`config.mk`:
```
export PLATFORM = sky130hd
export DESIGN_NAME = pcpi_dispatch
export DESIGN_NICKNAME = d
export VERILOG_FILES = /design/src/rtl/pcpi_dispatch.sv
export SDC_FILE = /design/constraint.sdc
export NUM_CORES = 1
export LEC_CHECK = 0
export CORE_MARGIN = 8
export CORE_UTILIZATION = 37
export CTS_CLUSTER_DIAMETER = 40
export DETAILED_ROUTE_END_ITERATION = 7
export GPL_TIMING_DRIVEN = 0
export PLACE_DENSITY = 0.77
export SYNTH_ARGS = -nofsm -noshare
export SYNTH_HDL_FRONTEND = slang
export SYNTH_SLANG_ARGS = --single-unit
```
`constraint.sdc`:
```
create_clock -name pcpi_clock -period 2.02 [get_ports pcpi_clock]
set_clock_uncertainty 0.05 [all_clocks]
set_input_delay 0.404 -clock pcpi_clock [delete_from_list [all_inputs] [get_ports pcpi_clock]]
set_output_delay 0.404 -clock pcpi_clock [all_outputs]
set_load 0.03 [all_outputs]
```
`src/rtl/pcpi_dispatch.sv`:
```
// pcpi_dispatch: PCPI front-end for custom-instruction coprocessors.
// Claims matching CUSTOM-0 instructions, forwards the operands to an execution unit
// over valid/ready, and returns the unit's result to the core as a one-cycle pulse.
module pcpi_dispatch #(
  parameter logic [6:0]  OPCODE         = 7'b0001011,
  parameter logic [6:0]  FUNCT7         = 7'b0000000,
  parameter int unsigned TIMEOUT_CYCLES = 64
) (
  input  logic        pcpi_clock,
  input  logic        pcpi_resetn,
  input  logic        pcpi_valid,
  input  logic [31:0] pcpi_insn,
  input  logic [31:0] pcpi_rs1,
  input  logic [31:0] pcpi_rs2,
  output logic        pcpi_wr,
  output logic [31:0] pcpi_rd,
  output logic        pcpi_wait,
  output logic        pcpi_ready,
  output logic        exu_req_valid,
  input  logic        exu_req_ready,
  output logic [2:0]  exu_op,
  output logic [31:0] exu_a,
  output logic [31:0] exu_b,
  input  logic        exu_rsp_valid,
  input  logic [31:0] exu_rsp_data,
  output logic        exu_rsp_ready,
  output logic        timeout_err
);

  localparam int unsigned CNT_W       = (TIMEOUT_CYCLES == 0) ? 1 : $clog2(TIMEOUT_CYCLES + 1);
  localparam int unsigned TO_LAST_INT = (TIMEOUT_CYCLES == 0) ? 0 : TIMEOUT_CYCLES - 1;
  localparam logic [CNT_W-1:0] TO_LAST = CNT_W'(TO_LAST_INT);

  typedef enum logic [2:0] {
    IDLE,
    ISSUE,
    WAITR,
    RESP,
    RECOVER
  } state_t;

  state_t             state_q, state_d;
  logic               drain_q, drain_d;
  logic               abort_q, abort_d;
  logic               wr_q, wr_d;
  logic               take_rsp;
  logic               force_done;
  logic               match;
  logic               timeout_hit;
  logic [CNT_W-1:0]   cnt_q;
  logic               unused_insn_bits;

  assign match = pcpi_valid && (pcpi_insn[6:0] == OPCODE) && (pcpi_insn[31:25] == FUNCT7);

  // The register/immediate fields of the instruction are not needed by this block.
  assign unused_insn_bits = ^{pcpi_insn[24:15], pcpi_insn[11:7]};

  assign timeout_hit = (TIMEOUT_CYCLES != 0) && (cnt_q == TO_LAST);

  // Next-state, drain and abort decisions for the dispatch sequence.
  always_comb begin
    state_d    = state_q;
    drain_d    = drain_q;
    abort_d    = abort_q;
    wr_d       = wr_q;
    take_rsp   = 1'b0;
    force_done = 1'b0;

    // A stale response from a timed-out operation is swallowed here.
    if (drain_q && exu_rsp_valid) begin
      drain_d = 1'b0;
    end

    unique case (state_q)
      IDLE: begin
        abort_d = 1'b0;
        if (match && !drain_q) begin
          state_d = ISSUE;
        end
      end
      ISSUE: begin
        if (!pcpi_valid) begin
          abort_d = 1'b1;
        end
        if (exu_req_ready) begin
          state_d = WAITR;
        end
      end
      WAITR: begin
        if (!pcpi_valid) begin
          abort_d = 1'b1;
        end
        if (exu_rsp_valid) begin
          take_rsp = 1'b1;
          wr_d     = 1'b1;
          state_d  = abort_d ? RECOVER : RESP;
        end else if (timeout_hit) begin
          force_done = 1'b1;
          wr_d       = 1'b0;
          drain_d    = 1'b1;
          state_d    = abort_d ? RECOVER : RESP;
        end
      end
      RESP: begin
        state_d = RECOVER;
      end
      RECOVER: begin
        state_d = IDLE;
      end
      default: begin
        state_d = IDLE;
      end
    endcase
  end

  // State, datapath latches and registered outputs, all derived from the next state.
  always_ff @(posedge pcpi_clock or negedge pcpi_resetn) begin
    if (!pcpi_resetn) begin
      state_q       <= IDLE;
      drain_q       <= 1'b0;
      abort_q       <= 1'b0;
      wr_q          <= 1'b0;
      cnt_q         <= '0;
      pcpi_wr       <= 1'b0;
      pcpi_rd       <= '0;
      pcpi_wait     <= 1'b0;
      pcpi_ready    <= 1'b0;
      exu_req_valid <= 1'b0;
      exu_op        <= '0;
      exu_a         <= '0;
      exu_b         <= '0;
      exu_rsp_ready <= 1'b0;
      timeout_err   <= 1'b0;
    end else begin
      state_q       <= state_d;
      drain_q       <= drain_d;
      abort_q       <= abort_d;
      wr_q          <= wr_d;
      pcpi_wait     <= (state_d == ISSUE) || (state_d == WAITR);
      exu_req_valid <= (state_d == ISSUE);
      exu_rsp_ready <= (state_d == WAITR) || drain_d;
      pcpi_ready    <= (state_d == RESP);
      pcpi_wr       <= (state_d == RESP) && wr_d;
      timeout_err   <= force_done;

      if (take_rsp) begin
        pcpi_rd <= exu_rsp_data;
      end else if (force_done) begin
        pcpi_rd <= '0;
      end

      if ((state_q == IDLE) && (state_d == ISSUE)) begin
        exu_op <= pcpi_insn[14:12];
        exu_a  <= pcpi_rs1;
        exu_b  <= pcpi_rs2;
        cnt_q  <= '0;
      end else if ((state_q == WAITR) && (cnt_q != {CNT_W{1'b1}})) begin
        cnt_q <= cnt_q + 1'b1;
      end
    end
  end

endmodule

```
## After elaboration in Yosys (flattened, before gate mapping)

Index checks and enable logic that the tools add are counted.

| cells by class | value |
|---|---|
| $add $sub $neg | 1 |
| eq/ne operators | 9 |
| muxes and demuxes | 25 |
| reductions and logical operators | 15 |

Operators by type and width:

| cell | number |
|---|---|
| 2-to-1 mux 32 bit | 2 |
| 2-to-1 mux 3 bit | 5 |
| 2-to-1 mux 1 bit | 14 |
| 2-to-1 mux 7 bit | 2 |
| equality test 3 x 2 -> 1 bit (second input constant) | 4 |
| one-hot mux 3 bit (4 select lines) | 1 |
| adder 7 x 1 -> 7 bit (second input constant) | 1 |
| equality test 7 x 4 -> 1 bit (second input constant) | 1 |
| equality test 7 x 6 -> 1 bit (second input constant) | 1 |
| logical AND 1 bit | 7 |
| logical NOT 7 bit | 1 |
| inequality test 7 bit (second input constant) | 1 |
| equality test 3 x 1 -> 1 bit (second input constant) | 2 |
| nonzero test 2 bit | 2 |
| logical NOT 3 bit | 1 |
| one-hot mux 1 bit (3 select lines) | 1 |
| nonzero test 3 bit | 1 |
| logical OR 1 bit | 2 |
| logical NOT 1 bit | 1 |

| word-level totals | value |
|---|---|
| bits in registers | 118 |
| input port bits | 133 |
| output and inout bits | 105 |
| logic and storage cells | 65 |

## Depth between registers and ports, before layout

| logic depth | value |
|---|---|
| depth after elaboration | 9 |
| mapped depth | 7 |
| depth with buffers taken out | 6 |

## Worst setup path after synthesis

No wires, ideal clock.

| timing path | value |
|---|---|
| path type | input-to-reg |
| from | input port pcpi_insn[26] |
| to | register exu_a[0] |
| setup time | 125 ps |
| data arrival time | 1950 ps |
| required time | 1845 ps |
| slack | -105 ps |
| stages on the path | 6 |
| buffers on the path | 2 |
| path through | or4_4 > nor4b_4 > and3_4 > buf_12 > buf_12 > mux2_4 |

| on the way | value |
|---|---|
| cells in the longest elaborated chain, start to end | 7 |

RTL lines:

| item | line | RTL |
|---|---|---|
| from (decl) | 12 | `input logic [31:0] pcpi_insn,` |
| logical NOT 7 bit | 53 | `assign match = pcpi_valid && (pcpi_insn[6:0] == OPCODE) && (pcpi_insn[31:25] == FUNCT7);` |
| logical AND 1 bit | 53 |  |
| logical AND 1 bit | 77 | `if (match && !drain_q) begin` |
| 2-to-1 mux 3 bit | 77 |  |
| one-hot mux 3 bit (4 select lines) | 74 | `unique case (state_q)` |
| equality test 3 x 1 -> 1 bit | 152 | `if ((state_q == IDLE) && (state_d == ISSUE)) begin` |
| logical AND 1 bit | 152 |  |
| to (signal assigned) | 154 | `exu_a <= pcpi_rs1;` |
| to (decl) | 22 | `output logic [31:0] exu_a,` |

No other way between the ends.
A chain may end at the register's enable or synchronous reset.

## Worst setup path in the final report

| timing path | value |
|---|---|
| from | register drain_q |
| to | register exu_a[25] |

| on the way | value |
|---|---|
| cells in the longest elaborated chain, start to end | 6 |

RTL lines:

| item | line | RTL |
|---|---|---|
| from (decl) | 43 | `logic drain_q, drain_d;` |
| from (signal assigned) | 136 | `drain_q <= drain_d;` |
| logical NOT 1 bit | 77 |  |
| logical AND 1 bit | 77 |  |
| 2-to-1 mux 3 bit | 77 |  |
| one-hot mux 3 bit (4 select lines) | 74 |  |
| equality test 3 x 1 -> 1 bit | 152 |  |
| logical AND 1 bit | 152 |  |

No other way between the ends.

==> summary.txt <==
Clock network
  • TritonCTS clock tree: yes
  • Longest Clk Path Bufs: 2
  • TritonCTS Buffers: 17
  • Clock Latency Late Sink: about 0.40 ns
  • CTS Root Cell: clkbuf_16
  • H-Tree Level Count: 4
  • Clock Pin Slew Worst Setup and Hold Paths: 0.05 ns
  • CTS Sinks: 117

Layout
  • Register area: 0.00293 mm2
  • Most common cell after layout, fill and taps aside: clkdlybuf4s50_1
  • Antenna diodes: 0
  • Multi-input logic area: 0.00175 mm2
  • Area growth syn-to-layout: 69.6%
  • Most frequent cells in the layout: 215 x clkdlybuf4s50_1, 117 x dfrtp_1, 64 x mux2_4
  • Nets: 690
  • # fillers: 938
  • Layout cells sized above 1: about a quarter

Synth
  • Synthesized Nets: between 400 and 500
  • Post-synthesis register bit count: 117
  • Ys Warns: 0
  • Synth area leaders: dfrtp_1 61%, mux2_4 19%, a22o_1 5.8%, buf_12 2.9%, nor2_1 1.4%
  • Post-synth top area share: roughly three fifths
  • Mean Syn Cell Area: 16.0 um2
  • Post-synth top area cell: dfrtp_1
  • Cell count after synthesis: 301
  • Area of the mapped netlist: 0.00482 mm2
  • Register area share after synthesis: around 60%
  • Unique masters post-synth: 39

Global routing
  • Global-route usage over all layers: 16.7%
  • First-pass GRT wire length: 21,400 um
  • Antenna violations before repair: 0
  • Largest net degree at the start of global routing: 98
  • Number of global-route vias before repair: 3,828
  • Overflow after GRT: 0

STA
  • Final worst slack: -0.136 ns
  • Hold Fails Final Rpt: 0
  • RSZ-0062 raised after global routing: true
  • Slew margin rel.: around two thirds
  • Final setup viols: 67
  • Least-Margin Pin Slew: 0.471 ns
  • Highest Clock Rate: ~460 MHz
  • Setup Total Neg Slack: -6.99 ns
  • Crit path time final: approximately 2.2 ns
  • Final Slew Violations: 0
  • Period utilization: 107%

Floorplan
  • Die ar.: between 0.015 and 0.02 mm2
  • Initial Util: between 30% and 40%
  • Num rows: 41
  • IO Count: 238
  • Core Footprint: 0.0127 mm2
  • Die height: 130 um
  • Die width: 130 um

Routing
  • Initial DRC Count: 125
  • Vias: 3,499
  • Wirelength per Cell: 19.3 um
  • Drt first pass iters: 4
  • # DRC: 0
  • WL final: 14,200 um
  • Via density per instance: 4.73
  • Final antenna-violating net count: 0

Critical path
  • Flop2flop setup slack: -0.14 ns
  • Reg2reg path depth: 7
  • CP Max Fanout: 5
  • Worst Setup End Kind: flop
  • Worst setup path class: flop to flop
  • Arr. time, crit path: 2.39 ns
  • Crit start category: flop
  • Reg2reg end: exu_a[25]
  • Reg-to-Reg Start: drain_q
  • WP data required: 2.25 ns

Outcome
  • Failing checks: negative setup slack
  • Status: finished with violations

Pwr
  • PwrDens: between 1000 and 1500 mW/mm2
  • Worst vdd ir: 798 uV
  • Tot Pwr: 8.38 mW
  • Static Leak: 3.59 nW

Placed design
  • Post-DP HPWL: 10,200 um
  • GP Congestion: 0.816
  • I/O Buffers: 222

Min path
  • Worst Hold Class: input pin to asynchronous set/reset pin

Job
  • Max_cap viols: 0
## worst max-delay path: stages, from the launching register on
cell and delay, ns:
dfrtp_1 0.39, or4_4 0.43, nor4b_4 0.23, and3_4 0.28, buf_16 0.14, buf_12 0.11, buf_12 0.11, mux2_4 0.29
## area by class of cell
| cell class | count | share of cell area, % |
|---|---|---|
| sequential | 117 | 35.8 |
| timing repair buffer | 238 | 30.9 |
| multi-input combinational | 164 | 21.4 |
| clock buffer | 20 | 5.46 |
| tap | 172 | 2.63 |
| buffer | 16 | 2.40 |
| clock inverter | 10 | 1.33 |
| inverter | 2 | 0.0918 |
## how the worst max path moves through the flow
stage / start / to / slack, ns / cells past startpoint
finish: drain_q / exu_a[25] / -0.14 / 7
global route: drain_q / exu_a[20] / -0.21 / 7
CTS: drain_q / exu_a[25] / -0.15 / 7
detailed placement: pcpi_insn[26] / exu_b[8] / -0.63 / 7
global placement: pcpi_resetn / cnt_q[1] / -3.90 / 1
floorplan: pcpi_insn[26] / exu_a[0] / -0.10 / 6
## through the flow
stage / hold slack, ns / std cells / cell area, um2 / setup WS [ns] / utilization [%]
detailed placement: 0.214 / 696 / 7290 / -0.629 / 57.5
floorplan: 0.0584 / 301 / 4820 / -0.105 / -
CTS: 0.368 / 735 / 8060 / -0.154 / 63.6
global placement: 0.418 / 695 / 7260 / -3.90 / 57.3
finish: 0.385 / 739 / 8180 / -0.136 / 64.6
global route: 0.393 / 739 / 8180 / -0.214 / 64.6
## flip-flops by register name (all words and copies together) (netlist names)
name           cells
exu_a             32
state_q            3
exu_b             32
exu_req_valid      1
cnt_q              7
abort_q            1
pcpi_ready         1
pcpi_wait          1
pcpi_rd           32
drain_q            1
exu_rsp_ready      1
pcpi_wr            1
timeout_err        1
exu_op             3
## report_power, final
group          total, mW  internal (mW)  leakage [nW]  switching [mW]
registers           3.03           2.76          1.56           0.273
clock network       2.82           1.82         0.271           0.998
logic               2.53           1.22          1.76            1.32
total               8.38           5.80          3.59            2.59
## cell usage after synthesis
library cell,number
a211oi_1,1
a21oi_1,3
a22o_1,32
a41oi_1,1
a41oi_2,1
and2_1,1
and3_1,3
and3_4,1
buf_12,7
buf_2,4
buf_8,1
clkbuf_1,6
dfrtp_1,117
ha_1,1
inv_1,2
mux2_1,3
mux2_2,4
mux2_4,60
mux2i_1,1
nand2_1,5
nand2b_1,2
nand3_1,2
nand3b_1,1
nand4_1,2
nor2_1,18
nor2b_1,1
nor3_1,2
nor3b_1,2
nor4_4,1
nor4b_4,1
o21ai_0,3
o21ai_1,1
o2bb2ai_1,1
o32ai_1,1
or3_1,1
or3b_2,1
or4_4,2
xnor2_1,1
xor2_1,4
## cells by family after synthesis
kind of cell	after synthesis	synth area share, %
fa+ha+maj	1	0.259
compound gates	44	7.57
xor+xnor	5	0.908
mux	68	20.5
buf+inv	20	4.25
simple gates	46	5.78
flops	117	60.7
## metal layers
metal / share of wire, % / global-route usage (%) / up-vias / wire [um]
met5: 0 / 0 / - / 0
met4: 0.84 / 5.33 / 0 / 120
met3: 8.9 / 6.45 / 13 / 1260
met2: 52 / 28.4 / 139 / 7350
met1: 39 / 18.8 / 1750 / 5510
li1: - / - / 1597 / -
## timing repair
| action | in CTS | in global routing |
|---|---|---|
| resized for setup | 22 | 8 |
| gates cloned | 4 | 3 |
| endpoints found under the hold margin | 20 | 0 |
| buffers inserted | 5 | 2 |
| hold buffers | 1 | 0 |
| endpoints found under the setup margin | 99 | 105 |
(Power assumes the default switching activity.)
